File: config.mk
export PLATFORM = sky130hd
export DESIGN_NAME = pipelined_add_sub_nbits
export DESIGN_NICKNAME = d
export VERILOG_FILES = /design/src/rtl/pipelined_add_sub_nbits.sv
export SDC_FILE = /design/constraint.sdc
export NUM_CORES = 1
export LEC_CHECK = 0
export BUFFER_PORTS_ARGS = -buffer_cell sky130_fd_sc_hd__buf_4
export CORE_MARGIN = 2
export CORE_UTILIZATION = 35
export DETAILED_ROUTE_END_ITERATION = 16
export MAX_ROUTING_LAYER = met4
export PLACE_DENSITY_LB_ADDON = 0.25
export REMOVE_ABC_BUFFERS = 1
export SLEW_MARGIN = 25
export SYNTH_ARGS = -nofsm -noshare
export SYNTH_HDL_FRONTEND = slang
export SYNTH_SLANG_ARGS = --single-unit
File: constraint.sdc
create_clock -name clk -period 2.8 [get_ports clk]
set_input_delay 0.14 -clock clk [delete_from_list [all_inputs] [get_ports clk]]
set_output_delay 0.14 -clock clk [all_outputs]
set_load 0.005 [all_outputs]
File: src/rtl/pipelined_add_sub_nbits.sv
// Pipelined n-bit adder/subtractor with valid/ready on both sides.
// The carry chain is cut into `stages` equal segments. Each segment adds its
// slice of A and B' plus the registered carry of the previous segment.
// Unprocessed operand slices and finished sum slices ride along in skewed
// registers so the full result lines up at the last stage.
module pipelined_add_sub_nbits #(
  parameter int width  = 8,
  parameter int stages = 2
) (
  input  logic             clk,
  input  logic             rst,
  input  logic             valid_i,
  output logic             ready_o,
  input  logic [width-1:0] a_i,
  input  logic [width-1:0] b_i,
  input  logic             sub_i,
  output logic             valid_o,
  input  logic             ready_i,
  output logic [width:0]   s_o,
  output logic             ovf_o,
  output logic             zero_o
);

  if (width < 1 || stages < 1 || (width % stages) != 0) begin : g_param_check
    $error("pipelined_add_sub_nbits: width must be >= 1 and divisible by stages >= 1");
  end

  localparam int seg = width / stages;

  logic             en;
  logic [width-1:0] b_op;

  // One enable moves the whole pipe; a held output freezes every stage.
  assign en      = !valid_o | ready_i;
  assign ready_o = en;

  // Subtraction is A + ~B + 1; the +1 enters as the stage-0 carry-in.
  assign b_op = sub_i ? ~b_i : b_i;

  for (genvar k = 0; k < stages; k++) begin : g_stage
    localparam int lo = k * seg;
    localparam int hi = lo + seg;

    logic [width-lo-1:0] a_in;
    logic [width-lo-1:0] b_in;
    logic                c_in;
    logic                v_in;
    logic [seg:0]        seg_sum;
    logic [hi-1:0]       sum_d;
    logic [hi-1:0]       sum_q;
    logic                carry_q;
    logic                valid_q;

    if (k == 0) begin : g_head
      assign a_in  = a_i;
      assign b_in  = b_op;
      assign c_in  = sub_i;
      assign v_in  = valid_i;
      assign sum_d = seg_sum[seg-1:0];
    end else begin : g_body
      assign a_in  = g_stage[k-1].g_fwd.a_q;
      assign b_in  = g_stage[k-1].g_fwd.b_q;
      assign c_in  = g_stage[k-1].carry_q;
      assign v_in  = g_stage[k-1].valid_q;
      assign sum_d = {seg_sum[seg-1:0], g_stage[k-1].sum_q};
    end

    // Bottom slice of whatever operand bits are still outstanding.
    assign seg_sum = {1'b0, a_in[seg-1:0]} + {1'b0, b_in[seg-1:0]} + {{seg{1'b0}}, c_in};

    // Stage register: valid, segment carry and the low sum bits finished so far.
    always_ff @(posedge clk or posedge rst) begin
      if (rst) begin
        valid_q <= 1'b0;
        carry_q <= 1'b0;
        sum_q   <= '0;
      end else if (en) begin
        valid_q <= v_in;
        carry_q <= seg_sum[seg];
        sum_q   <= sum_d;
      end
    end

    if (k < stages - 1) begin : g_fwd
      logic [width-hi-1:0] a_q;
      logic [width-hi-1:0] b_q;

      // Skew the untouched operand slices forward to the next segment.
      always_ff @(posedge clk or posedge rst) begin
        if (rst) begin
          a_q <= '0;
          b_q <= '0;
        end else if (en) begin
          a_q <= a_in[width-lo-1:seg];
          b_q <= b_in[width-lo-1:seg];
        end
      end
    end else begin : g_tail
      logic msb_cin;
      logic ovf_q;

      // Carry into the MSB recovered from the sum bit and the two operand bits.
      assign msb_cin = seg_sum[seg-1] ^ a_in[seg-1] ^ b_in[seg-1];

      // Signed overflow: carry into the MSB differs from carry out of it.
      always_ff @(posedge clk or posedge rst) begin
        if (rst) begin
          ovf_q <= 1'b0;
        end else if (en) begin
          ovf_q <= msb_cin ^ seg_sum[seg];
        end
      end
    end
  end

  assign valid_o = g_stage[stages-1].valid_q;
  assign s_o     = {g_stage[stages-1].carry_q, g_stage[stages-1].sum_q};
  assign ovf_o   = g_stage[stages-1].g_tail.ovf_q;
  // Gated by valid so the flag reads 0 after reset and in bubbles.
  assign zero_o  = valid_o & ~|g_stage[stages-1].sum_q;

endmodule

### Word level (Yosys, flattened, before mapping)

Cells that the tools add are included.

| word-level totals | value |
|---|---|
| bits in registers | 25 |
| logic and storage cells | 23 |

| operators by class | value |
|---|---|
| add/subtract/negate cells | 4 |
| multiplexer cells | 1 |
| bitwise logic cells | 6 |
| reduce and logical (&&, ||, !) cells | 3 |

Operator list:

| operator | count |
|---|---|
| $add 4x4->5 | 2 |
| $add 5x1->5 | 2 |
| $mux 8 | 1 |
| $not 8->8 | 1 |
| $reduce_or 8->1 | 1 |
| $xor 1x1->1 | 3 |
| $logic_not 1->1 | 2 |
| $and 1x1->1 | 1 |
| $or 1x1->1 | 1 |

### Depth between registers and ports, before layout

Gate-level depths: netlist (run 1).

| depth | value |
|---|---|
| depth in word-level cells | 5 |
| depth in mapped cells | 8 |

### Least setup slack after synthesis (run 1)

Ideal clock, no wire load.

| timing path | value |
|---|---|
| path type | register to register |
| from | register g_stage[0].carry_q |
| to | register g_stage[1].g_tail.ovf_q (netlist: ovf_o) |
| setup time | 0.127 ns |
| arrival | 1.624 ns |
| setup slack | 1.049 ns |
| cell stages (with the launch flop) | 9 |
| cells stage by stage | dfrtp_1 fa_1 inv_1 fa_1 nand2b_1 a21oi_1 xnor2_1 xnor2_1 a21oi_1 |

| on the way | value |
|---|---|
| cells in the longest elaborated chain, start to end | 4 |

RTL lines:

| element | line | text |
|---|---|---|
| start: declaration | 51 | `logic carry_q;` |
| start signal: assignment | 79 | `carry_q <= seg_sum[seg];` |
| $add 5x1->5 (*) | 69 | `assign seg_sum = {1'b0, a_in[seg-1:0]} + {1'b0, b_in[seg-1:0]} + {{seg{1'b0}}, c_in};` |
| $xor 1x1->1 (2 in a row) | 103 | `assign msb_cin = seg_sum[seg-1] ^ a_in[seg-1] ^ b_in[seg-1];` |
| $xor 1x1->1 (*) | 110 | `ovf_q <= msb_cin ^ seg_sum[seg];` |
| end signal: assignment | 110 |  |
| end: declaration | 100 | `logic ovf_q;` |

Every way passes the cells marked *; elsewhere a longest branch is shown, timed or not.
A chain may end at the register's enable or synchronous reset.

### Final worst setup path (run 1)

Ends and elaborated chain as after synthesis.

==> out/results.tsv, run 1 <==
stage	metric	value	unit
critical_path	CP max stage cell	dfrtp_1	
clock_network	Setup Fix Bufs, Post-CTS	0	
final_layout	Antenna Cells	0	
clock_network	htree depth	1	
placed_design	DP Worst Slack	897	ps
floorplan	Die W	65.2	um
clock_network	TritonCTS buffer count	3	
critical_path	CP top delay family	adder cells	
run_status	outcome	finished, final reports clean	
yosys	Synth area leaders	dfrtp_1 (48%), mux2_2 (10%), xnor2_1 (6.7%), ha_1 (5.7%), a21oi_1 (4.6%)	
route	Starting DRT DRC Count	37	
critical_path	cells along the critical path	fa_1, inv_1, fa_1, nand2b_1, a21oi_1, xnor2_1, xnor2_1, a21oi_1	
final_layout	share of layout cells above drive strength 1	0.371	
floorplan	area of the core	3630	sq um
clock_network	post-cts gate resize count	0	
yosys	post-synthesis sequential area ratio	0.477	
route	WL/cell	12.6	um
clock_network	worst-case clock buffer depth	2	
floorplan	Initial Util	0.361	
placed_design	PortBufs	33	
global_routing	largest net degree at the start of global routing	38	
route	final WL	2400	um
floorplan	Die ar.	4250	sq um
global_routing	number of global-route vias before repair	866	
final_layout	Reg area	626	sq um
critical_path	critical path buffer and inverter count	1	
clock_network	clk sinks	25	
yosys	simple logic cell fraction of the synthesized area	0.0668	
yosys	Post-Synth XOR/XNOR Area	0.100	
global_routing	initial antenna violation count	0	
timing	slew at the pin closest to its max-slew limit	874	ps
timing	minimum clock period	1880	ps
yosys	top cell type's share of synthesized area	0.477	
global_routing	Global Route Usage Sum	0.128	
yosys	#FFs+latches synth	25	
hold_path	hold crit path type	primary input to register	
power_and_ir_drop	Overall Power	1.18	mW
placed_design	GPL Wtd Cong	0.762	
timing	setup TNS	0	ps
timing	Max-slew headroom	0.414	
timing	max-slew violation count	0	
route	vias	874	
placed_design	Placed Cells	186	
clock_network	CTS tree	built	
yosys	leading area contributor after synthesis	dfrtp_1	
power_and_ir_drop	pwr dens	718	nW/um^2
power_and_ir_drop	maximum VDD drop	227	uV
yosys	library cells used by synthesis	21	
critical_path	crit end category	register	
final_layout	final core occ	0.454	
yosys	Mapped Area	1310	sq um
final_layout	Non-Filler Instances	191	
placed_design	DPL Wire Length	1770	um
critical_path	crit path DAT	2030	ps
timing	Clock Skews	2.64	ps
final_layout	final net count	174	
yosys	largest family of logic cells by synthesized area	multiplexers	
global_routing	first-pass GRT wire length	4040	um
clock_network	Worst-Skew Late Latency	270	ps
timing	Setup-failing EPs final	0	
clock_network	Clk Tree Root Cell	clkbuf_8	
timing	f_max	531	MHz
route	first-pass iteration count of the detailed router	4	
yosys	mux contribution to synthesized area	0.126	
power_and_ir_drop	P_leak	0.751	nW
timing	Hold Vio Cnt, Final	0	
critical_path	worst setup path class	register to register	
clock_network	hold bufs inserted after CTS	0	
floorplan	io pins	34	
final_layout	P&R area growth vs syn	25.7	%
yosys	post-synthesis adder-cell area fraction	0.103	
floorplan	FP Rows	22	
route	residual DRC count	0	
timing	fin crit share	0.673	
critical_path	Crit path required time	2940	ps
yosys	Synth Area per Inst	11.9	sq um
critical_path	maximum fanout along the worst path	2	
route	DR vias/cell	4.58	
floorplan	Die Y	65.2	um
final_layout	multi-input logic area	633	sq um
clock_network	CTS clk-pin slew, worst paths	90	ps
critical_path	crit-path max cell delay	390	ps
timing	setup ws final	917	ps
timing	RSZ-0062 raised after global routing	false	
route	antenna-violating nets left	0	
yosys	Gate Count Post-Synth	110	
yosys	Synth Area in Compound Gates	0.0868	
global_routing	grt ovf	0	
flow_run	max cap viols	0	
critical_path	startpoint types	register	
yosys	Yosys Warn Count	0	
final_layout	Fillers	361	
## cell usage after synthesis, drive strengths merged
master / count
nor4: 2
nand2: 2
fa: 3
buf: 5
xor2: 5
inv: 4
dfrtp: 25
xnor2: 10
mux2: 14
clkbuf: 1
nand2b: 3
a21oi: 12
a21o: 3
o21ai: 2
nor2: 11
nand3b: 1
ha: 6
a31oi: 1
## sequential cells by signal, indices dropped and copies added (netlist names)
name / flops
g_stage.carry_q: 2
g_stage.g_fwd.b_q: 4
g_stage.sum_q: 12
g_stage.g_fwd.a_q: 4
valid_o: 1
g_stage.valid_q: 1
ovf_o: 1
## power breakdown
part | internal (mW) | leakage (nW) | switching, mW | total, mW
Combinational | 0.256 | 0.441 | 0.171 | 0.426
Clock | 0.101 | 0.0217 | 0.120 | 0.221
Sequential | 0.464 | 0.288 | 0.0714 | 0.536
Total | 0.821 | 0.751 | 0.362 | 1.18
## cell usage in the layout, fill, tap and decap left out, types with 2 or more instances in the layout
master,instances
a21o_1,3
a21oi_1,12
buf_4,34
clkbuf_8,3
dfrtp_1,25
fa_1,3
ha_1,6
inv_1,3
mux2_2,12
mux2_4,2
nand2_1,2
nand2b_1,3
nor2_1,11
nor4_1,2
o21ai_0,2
xnor2_1,10
xor2_1,5
## per-layer routing
| metal | routed length [um] | up-vias | GRT usage |
|---|---|---|---|
| met2 | 1140 | 18 | 0.202 |
| met1 | 1120 | 417 | 0.167 |
| li1 | - | 434 | - |
| met5 | 0 | - | - |
| met4 | 55 | 0 | 0.0625 |
| met3 | 86 | 5 | 0.0137 |
## final timing paths
check	start	to	slack, ps	cells after the start
max in group asynchronous	rst	ovf_o	1890	3
max	g_stage[0].carry_q	ovf_o	920	8
min in group asynchronous	rst	g_stage[1].sum_q[4]	500	3
min reg2reg	g_stage[0].valid_q	valid_o	470	1
min	valid_i	g_stage[0].valid_q	90	2
max reg2reg	g_stage[0].carry_q	ovf_o	920	8
## cells by family after synthesis
logic type,count (synthesis)
buf+inv,10
flops,25
mux,14
xor+xnor,15
fa+ha+maj,9
simple gates,19
compound gates,18
## through the flow
stage / area [sq um] / hold WS, ps
final: 1650 / 91.7
after global routing: 1650 / 80.2
after CTS: 1640 / 83.4
after detailed placement: 1590 / 378
after global placement: 1590 / 373
after floorplan: 1270 / 167
## final cells by class
cell class / instances / area share
Sequential cell: 25 / 0.380
Clock buffer: 3 / 0.0251
Timing Repair Buffer: 35 / 0.161
Inverter: 4 / 0.00911
Tap cell: 48 / 0.0364
Multi-Input combinational cell: 75 / 0.384
Clock inverter: 1 / 0.00456
Note: power is estimated with default switching activity, not from simulation.
==> run 2, diff against run 1 <==
clock period = 1.52 ns   (was 2.8 ns; I/O delays follow)
==> out/results.tsv, run 2 (synthesis results as in run 1) <==
stage	metric	value	unit	change
power_and_ir_drop	Flop pwr share	0.435		was 0.453
final_layout	P&R area growth vs syn	35.0	%	was 25.7%
placed_design	DPL Wire Length	1950	um	was 1770 um
final_layout	commonest non-fill, non-tap cell in the layout	buf_4		unchanged
clock_network	clk sinks	25		unchanged
timing	fin crit share	1.16		was 0.673
final_layout	Antenna Cells	0		unchanged
flow_run	max cap viols	0		unchanged
critical_path	worst setup path class	register to register		unchanged
final_layout	Reg with most FFs	g_stage.sum_q		unchanged
clock_network	htree depth	1		unchanged
timing	Hold Slack	11.2	ps	was 91.7 ps
critical_path	startpoint types	register		unchanged
power_and_ir_drop	P_leak	0.815	nW	was 0.751 nW
timing	Clock Skews	5.53	ps	was 2.64 ps
critical_path	crit end category	register		unchanged
placed_design	GPL Wtd Cong	0.789		was 0.762
final_layout	share of layout cells above drive strength 1	0.457		was 0.371
global_routing	grt ovf	0		unchanged
floorplan	area of the core	3630	sq um	unchanged
critical_path	maximum fanout along the worst path	2		unchanged
clock_network	Worst-Skew Late Latency	270	ps	about the same
timing	Setup-failing EPs final	5		was 0
final_layout	final net count	182		was 174
final_layout	commonest non-fill, non-tap cells in the layout	buf_4 (41), dfrtp_1 (25), mux2_2 (12), nor2_1 (11), a21oi_1 (11)		was buf_4 (34), dfrtp_1 (25), mux2_2 (12), a21oi_1 (12), nor2_1 (11)
timing	f_max	567	MHz	was 531 MHz
placed_design	PortBufs	33		unchanged
critical_path	crit path DAT	1910	ps	was 2030 ps
placed_design	DP Worst Slack	-342	ps	was 897 ps
global_routing	largest net degree at the start of global routing	38		unchanged
power_and_ir_drop	Comb power frac	0.398		was 0.360
global_routing	number of global-route vias before repair	1018		was 866
route	Starting DRT DRC Count	8		was 37
floorplan	Die Y	65.2	um	unchanged
hold_path	hold crit path type	primary input to register		unchanged
clock_network	CTS tree	built		unchanged
final_layout	Final Instance Area	1770	sq um	was 1650 sq um
timing	slew at the pin closest to its max-slew limit	321	ps	was 874 ps
floorplan	Die ar.	4250	sq um	unchanged
floorplan	FP Rows	22		unchanged
power_and_ir_drop	Switching Share	0.315		was 0.306
timing	setup ws final	-243	ps	was 917 ps
global_routing	first-pass GRT wire length	4550	um	was 4040 um
timing	Hold Vio Cnt, Final	0		unchanged
final_layout	top flop regs	g_stage.sum_q: 12 flops, g_stage.g_fwd.a_q: 4 flops, g_stage.g_fwd.b_q: 4 flops		unchanged
power_and_ir_drop	Psw	740	uW	was 362 uW
final_layout	Non-Filler Instances	199		was 191
clock_network	TritonCTS buffer count	3		unchanged
floorplan	Die W	65.2	um	unchanged
final_layout	number of flip-flops in the largest register	12		unchanged
route	vias	939		was 874
power_and_ir_drop	pwr dens	1330	nW/um^2	was 718 nW/um^2
route	first-pass iteration count of the detailed router	4		unchanged
global_routing	initial antenna violation count	0		unchanged
power_and_ir_drop	Internal	1.61	mW	was 821 uW
timing	Max-slew headroom	0.784		was 0.414
power_and_ir_drop	Overall Power	2.35	mW	was 1.18 mW
placed_design	Placed Cells	190		was 186
route	DR vias/cell	4.72		was 4.58
global_routing	Global Route Usage Sum	0.139		was 0.128
timing	max-slew violation count	0		unchanged
route	antenna-violating nets left	0		unchanged
placed_design	placed inst area	1630	sq um	was 1590 sq um
run_status	outcome	finished, violations left		was finished, final reports clean
clock_network	worst-case clock buffer depth	2		unchanged
clock_network	Clk Tree Root Cell	clkbuf_8		unchanged
run_status	failing checks	setup timing		
clock_network	CTS clk-pin slew, worst paths	80	ps	was 90 ps
timing	RSZ-0062 raised after global routing	true		was false
route	WL/cell	13.1	um	was 12.6 um
floorplan	Initial Util	0.361		unchanged
floorplan	io pins	34		unchanged
timing	minimum clock period	1760	ps	was 1880 ps
route	final WL	2600	um	was 2400 um
critical_path	Crit path required time	1670	ps	was 2940 ps
power_and_ir_drop	maximum VDD drop	573	uV	was 227 uV
route	residual DRC count	0		unchanged
power_and_ir_drop	clock power share	0.167		was 0.187
[run 2: layout make-up]
cell class | instances | area (sq um)
clock inverters | 1 | 5.00
clock buffers | 3 | 41.3
flip-flops and latches | 25 | 626
fillers | 353 | 1860
multi-input cells | 75 | 686
inverters | 4 | 15.0
well taps | 48 | 60.1
repair buffers | 43 | 338
[run 2: through the flow]
stage               TNS [ps]  utilization
global route           -1120        0.487
finish                  -748        0.487
global placement        -575        0.449
CTS                     -759        0.479
detailed placement      -718        0.449
floorplan              -2160            -
[run 2: routing by layer]
layer  up-vias  track usage  wire, um
met5         -            -         0
met4         0       0.0391        40
met3         4       0.0188        77
met2        19        0.249      1370
met1       463        0.165      1110
li1        453            -         -
[run 2: what timing repair did]
| action | 4_1_cts | 5_1_grt |
|---|---|---|
| endpoints found under the hold margin | 25 | 0 |
| setup endpoints to repair | 5 | 6 |
| pin swaps | 5 | 2 |
| gates resized for setup | 8 | 2 |
| hold buffers | 1 | 0 |
| buffers inserted | 2 | 2 |
| cloned | 0 | 0 |
[run 2: worst max-delay path: stages, from the launching register on]
cell	delay [ps]
dfrtp_1	390
fa_2	230
inv_2	40
fa_2	330
nand2b_4	150
a21oi_4	150
xnor2_2	140
xnor2_1	140
a21oi_1	80
[run 2: power groups by stage]
stage	clock network, mW	logic (mW)	registers [mW]
final	0.393	0.933	1.02
after global routing	0.434	1.03	1.05
after CTS	0.404	0.909	1.00
after detailed placement	0	0.817	1.01
after global placement	0	0.797	0.995
after floorplan	0	0.463	0.985
[run 2: final timing paths]
path | start | to | slack, ps | depth (start not counted)
worst max-delay path | g_stage[0].g_fwd.b_q[0] | ovf_o | -240 | 8
worst min-delay path | a_i[5] | g_stage[0].g_fwd.a_q[1] | 10 | 3
worst max register to register | g_stage[0].g_fwd.b_q[0] | ovf_o | -240 | 8
worst min register to register | g_stage[0].valid_q | valid_o | 480 | 1
max in group asynchronous | rst | g_stage[0].g_fwd.a_q[3] | 870 | 4
min in group asynchronous | rst | g_stage[1].sum_q[3] | 410 | 4
==> run 3, diff against run 2 <==
PLACE_DENSITY_LB_ADDON = unset   (was 0.25)
==> out/results.tsv, run 3 (synthesis results as in run 1) <==
stage	metric	value	unit	change
timing	Setup-failing EPs final	3		was 5
timing	Max-slew headroom	0.791		was 0.784
critical_path	RR Endpoint	ovf_o		unchanged
power_and_ir_drop	P_leak	0.809	nW	was 0.815 nW
final_layout	Non-Filler Instances	199		unchanged
timing	fin crit share	1.16		about the same
route	Starting DRT DRC Count	38		was 8
timing	Hold Vio Cnt, Final	0		unchanged
critical_path	CP endpoint	ovf_o		unchanged
placed_design	GPL Wtd Cong	0.751		was 0.789
placed_design	Placed Cells	191		was 190
critical_path	reg2reg path depth	8		unchanged
route	residual DRC count	0		unchanged
flow_run	max cap viols	0		unchanged
critical_path	Crit path required time	1680	ps	was 1670 ps
final_layout	Fillers	364		was 353
global_routing	grt ovf	0		unchanged
clock_network	worst-case clock buffer depth	2		unchanged
clock_network	CTS clk-pin slew, worst paths	90	ps	was 80 ps
global_routing	first-pass GRT wire length	4340	um	was 4550 um
power_and_ir_drop	maximum VDD drop	393	uV	was 573 uV
floorplan	io pins	34		unchanged
route	final WL	2430	um	was 2600 um
route	antenna-violating nets left	0		unchanged
floorplan	Die Y	65.2	um	unchanged
global_routing	number of global-route vias before repair	964		was 1018
final_layout	share of layout cells above drive strength 1	0.450		was 0.457
timing	f_max	566	MHz	was 567 MHz
final_layout	Antenna Cells	0		unchanged
timing	max-slew violation count	0		unchanged
critical_path	crit path DAT	1930	ps	was 1910 ps
clock_network	CTS tree	built		unchanged
clock_network	Clk Tree Root Cell	clkbuf_8		unchanged
route	top routing layer used	met4		unchanged
critical_path	worst setup path start	g_stage[0].g_fwd.b_q[0]		unchanged
clock_network	clk sinks	25		unchanged
route	DR vias/cell	4.58		was 4.72
critical_path	crit-path max cell delay	390	ps	about the same
final_layout	final core occ	0.486		was 0.487
floorplan	FP Rows	22		unchanged
hold_path	hold crit path type	primary input to register		unchanged
global_routing	largest net degree at the start of global routing	38		unchanged
final_layout	final net count	182		unchanged
floorplan	area of the core	3630	sq um	unchanged
placed_design	DP Worst Slack	-369	ps	was -342 ps
timing	setup ws final	-247	ps	was -243 ps
timing	RSZ-0062 raised after global routing	true		unchanged
critical_path	setup slack, reg-to-reg	-250	ps	was -240 ps
clock_network	Worst-Skew Late Latency	270	ps	about the same
critical_path	startpoint types	register		unchanged
route	met2 routed WL	1120	um	was 1370 um
floorplan	Initial Util	0.361		unchanged
final_layout	top flop regs	g_stage.sum_q: 12 flops, g_stage.g_fwd.a_q: 4 flops, g_stage.g_fwd.b_q: 4 flops		unchanged
route	met3 routed WL	106	um	was 77 um
clock_network	TritonCTS buffer count	3		unchanged
critical_path	crit end category	register		unchanged
final_layout	number of flip-flops in the largest register	12		unchanged
run_status	outcome	finished, violations left		unchanged
final_layout	Reg with most FFs	g_stage.sum_q		unchanged
route	WL/cell	12.2	um	was 13.1 um
critical_path	maximum fanout along the worst path	2		unchanged
critical_path	cells along the critical path	fa_2, inv_2, fa_2, nand2b_4, a21oi_4, xnor2_2, xnor2_1, a21oi_1		unchanged
critical_path	RR Startpoint	g_stage[0].g_fwd.b_q[0]		unchanged
floorplan	Die W	65.2	um	unchanged
critical_path	worst setup path class	register to register		unchanged
timing	minimum clock period	1770	ps	was 1760 ps
global_routing	Global Route Usage Sum	0.138		was 0.139
route	Met1 Wirelength	1150	um	was 1110 um
critical_path	CP max stage cell	dfrtp_1		unchanged
final_layout	commonest non-fill, non-tap cell in the layout	buf_4		unchanged
final_layout	P&R area growth vs syn	34.7	%	was 35.0%
placed_design	DPL Wire Length	1820	um	was 1950 um
run_status	failing checks	setup timing		unchanged
route	first-pass iteration count of the detailed router	4		unchanged
timing	slew at the pin closest to its max-slew limit	313	ps	was 321 ps
placed_design	PortBufs	33		unchanged
final_layout	commonest non-fill, non-tap cells in the layout	buf_4 (40), dfrtp_1 (25), mux2_2 (12), nor2_1 (11), a21oi_1 (11)		was buf_4 (41), dfrtp_1 (25), mux2_2 (12), nor2_1 (11), a21oi_1 (11)
power_and_ir_drop	pwr dens	1300	nW/um^2	was 1330 nW/um^2
floorplan	Die ar.	4250	sq um	unchanged
timing	Hold Slack	30.8	ps	was 11.2 ps
global_routing	initial antenna violation count	0		unchanged
timing	Clock Skews	3.06	ps	was 5.53 ps
clock_network	htree depth	1		unchanged
route	vias	912		was 939
critical_path	CP most frequent cell	fa_2		unchanged
run 3: cell types whose count changed in the layout (fill, tap and decap cells not counted):
cell,before,now
buf_4,41,40
clkinv_2,1,0
clkinvlp_4,0,1
dlygate4sd3_1,1,2
nor4_2,1,2
nor4_4,1,0
run 3: worst min-delay path by stage:
| stage | from | endpoint | slack, ps | cells past startpoint |
|---|---|---|---|---|
| floorplan | rst | g_stage[0].carry_q | 100 | 1 |
| global placement | rst | g_stage[1].sum_q[3] | 150 | 3 |
| detailed placement | rst | g_stage[1].sum_q[3] | 160 | 3 |
| CTS | a_i[6] | g_stage[0].g_fwd.a_q[2] | 30 | 2 |
| global route | a_i[7] | g_stage[0].g_fwd.a_q[3] | 30 | 2 |
| finish | a_i[6] | g_stage[0].g_fwd.a_q[2] | 30 | 2 |
run 3: power by group:
| part | total [mW] | switching, mW | leakage (nW) | internal [mW] |
|---|---|---|---|---|
| Clock | 0.401 | 0.215 | 0.0217 | 0.186 |
| Combinational | 0.897 | 0.347 | 0.500 | 0.550 |
| Sequential | 0.998 | 0.143 | 0.288 | 0.855 |
run 3: area by class of cell:
cell class,instances,area (sq um),share of cell area
clock inverter,1,7.51,0.00425
timing repair buffer,43,340,0.193
tap,48,60.1,0.0340
sequential,25,626,0.354
inverter,4,15.0,0.00850
multi-input combinational,75,677,0.383
clock buffer,3,41.3,0.0234
run 3: layer usage:
metal | vias up | GRT usage
met3 | 5 | 0.0240
met1 | 435 | 0.178
met2 | 23 | 0.213
met5 | - | -
li1 | 449 | -
met4 | 0 | 0.0625
run 3: metrics by stage:
step	TNS, ps	area, sq um	power (mW)
finish	-617	1770	2.30
global route	-975	1770	2.47
CTS	-561	1750	2.29
detailed placement	-720	1640	1.82
global placement	-582	1640	1.79
floorplan	-2160	1270	1.45
run 3: critical path: cells and delay by family (launching register included):
kind                       cells  cell delay (ps)
AOI/OAI and AO/OA              2              230
xor gates and xnor gates       2              260
adders and majority gates      2              580
buffers and inverters          1               40
DFF                            1              390
and+or+nand+nor                1              160
run 3: timing repair:
action,in CTS,in global routing
gates resized for setup,8,1
hold endpoints to repair,26,0
setup buffers,0,2
hold buffers,2,0
pin swaps,2,5
endpoints found under the setup margin,5,6
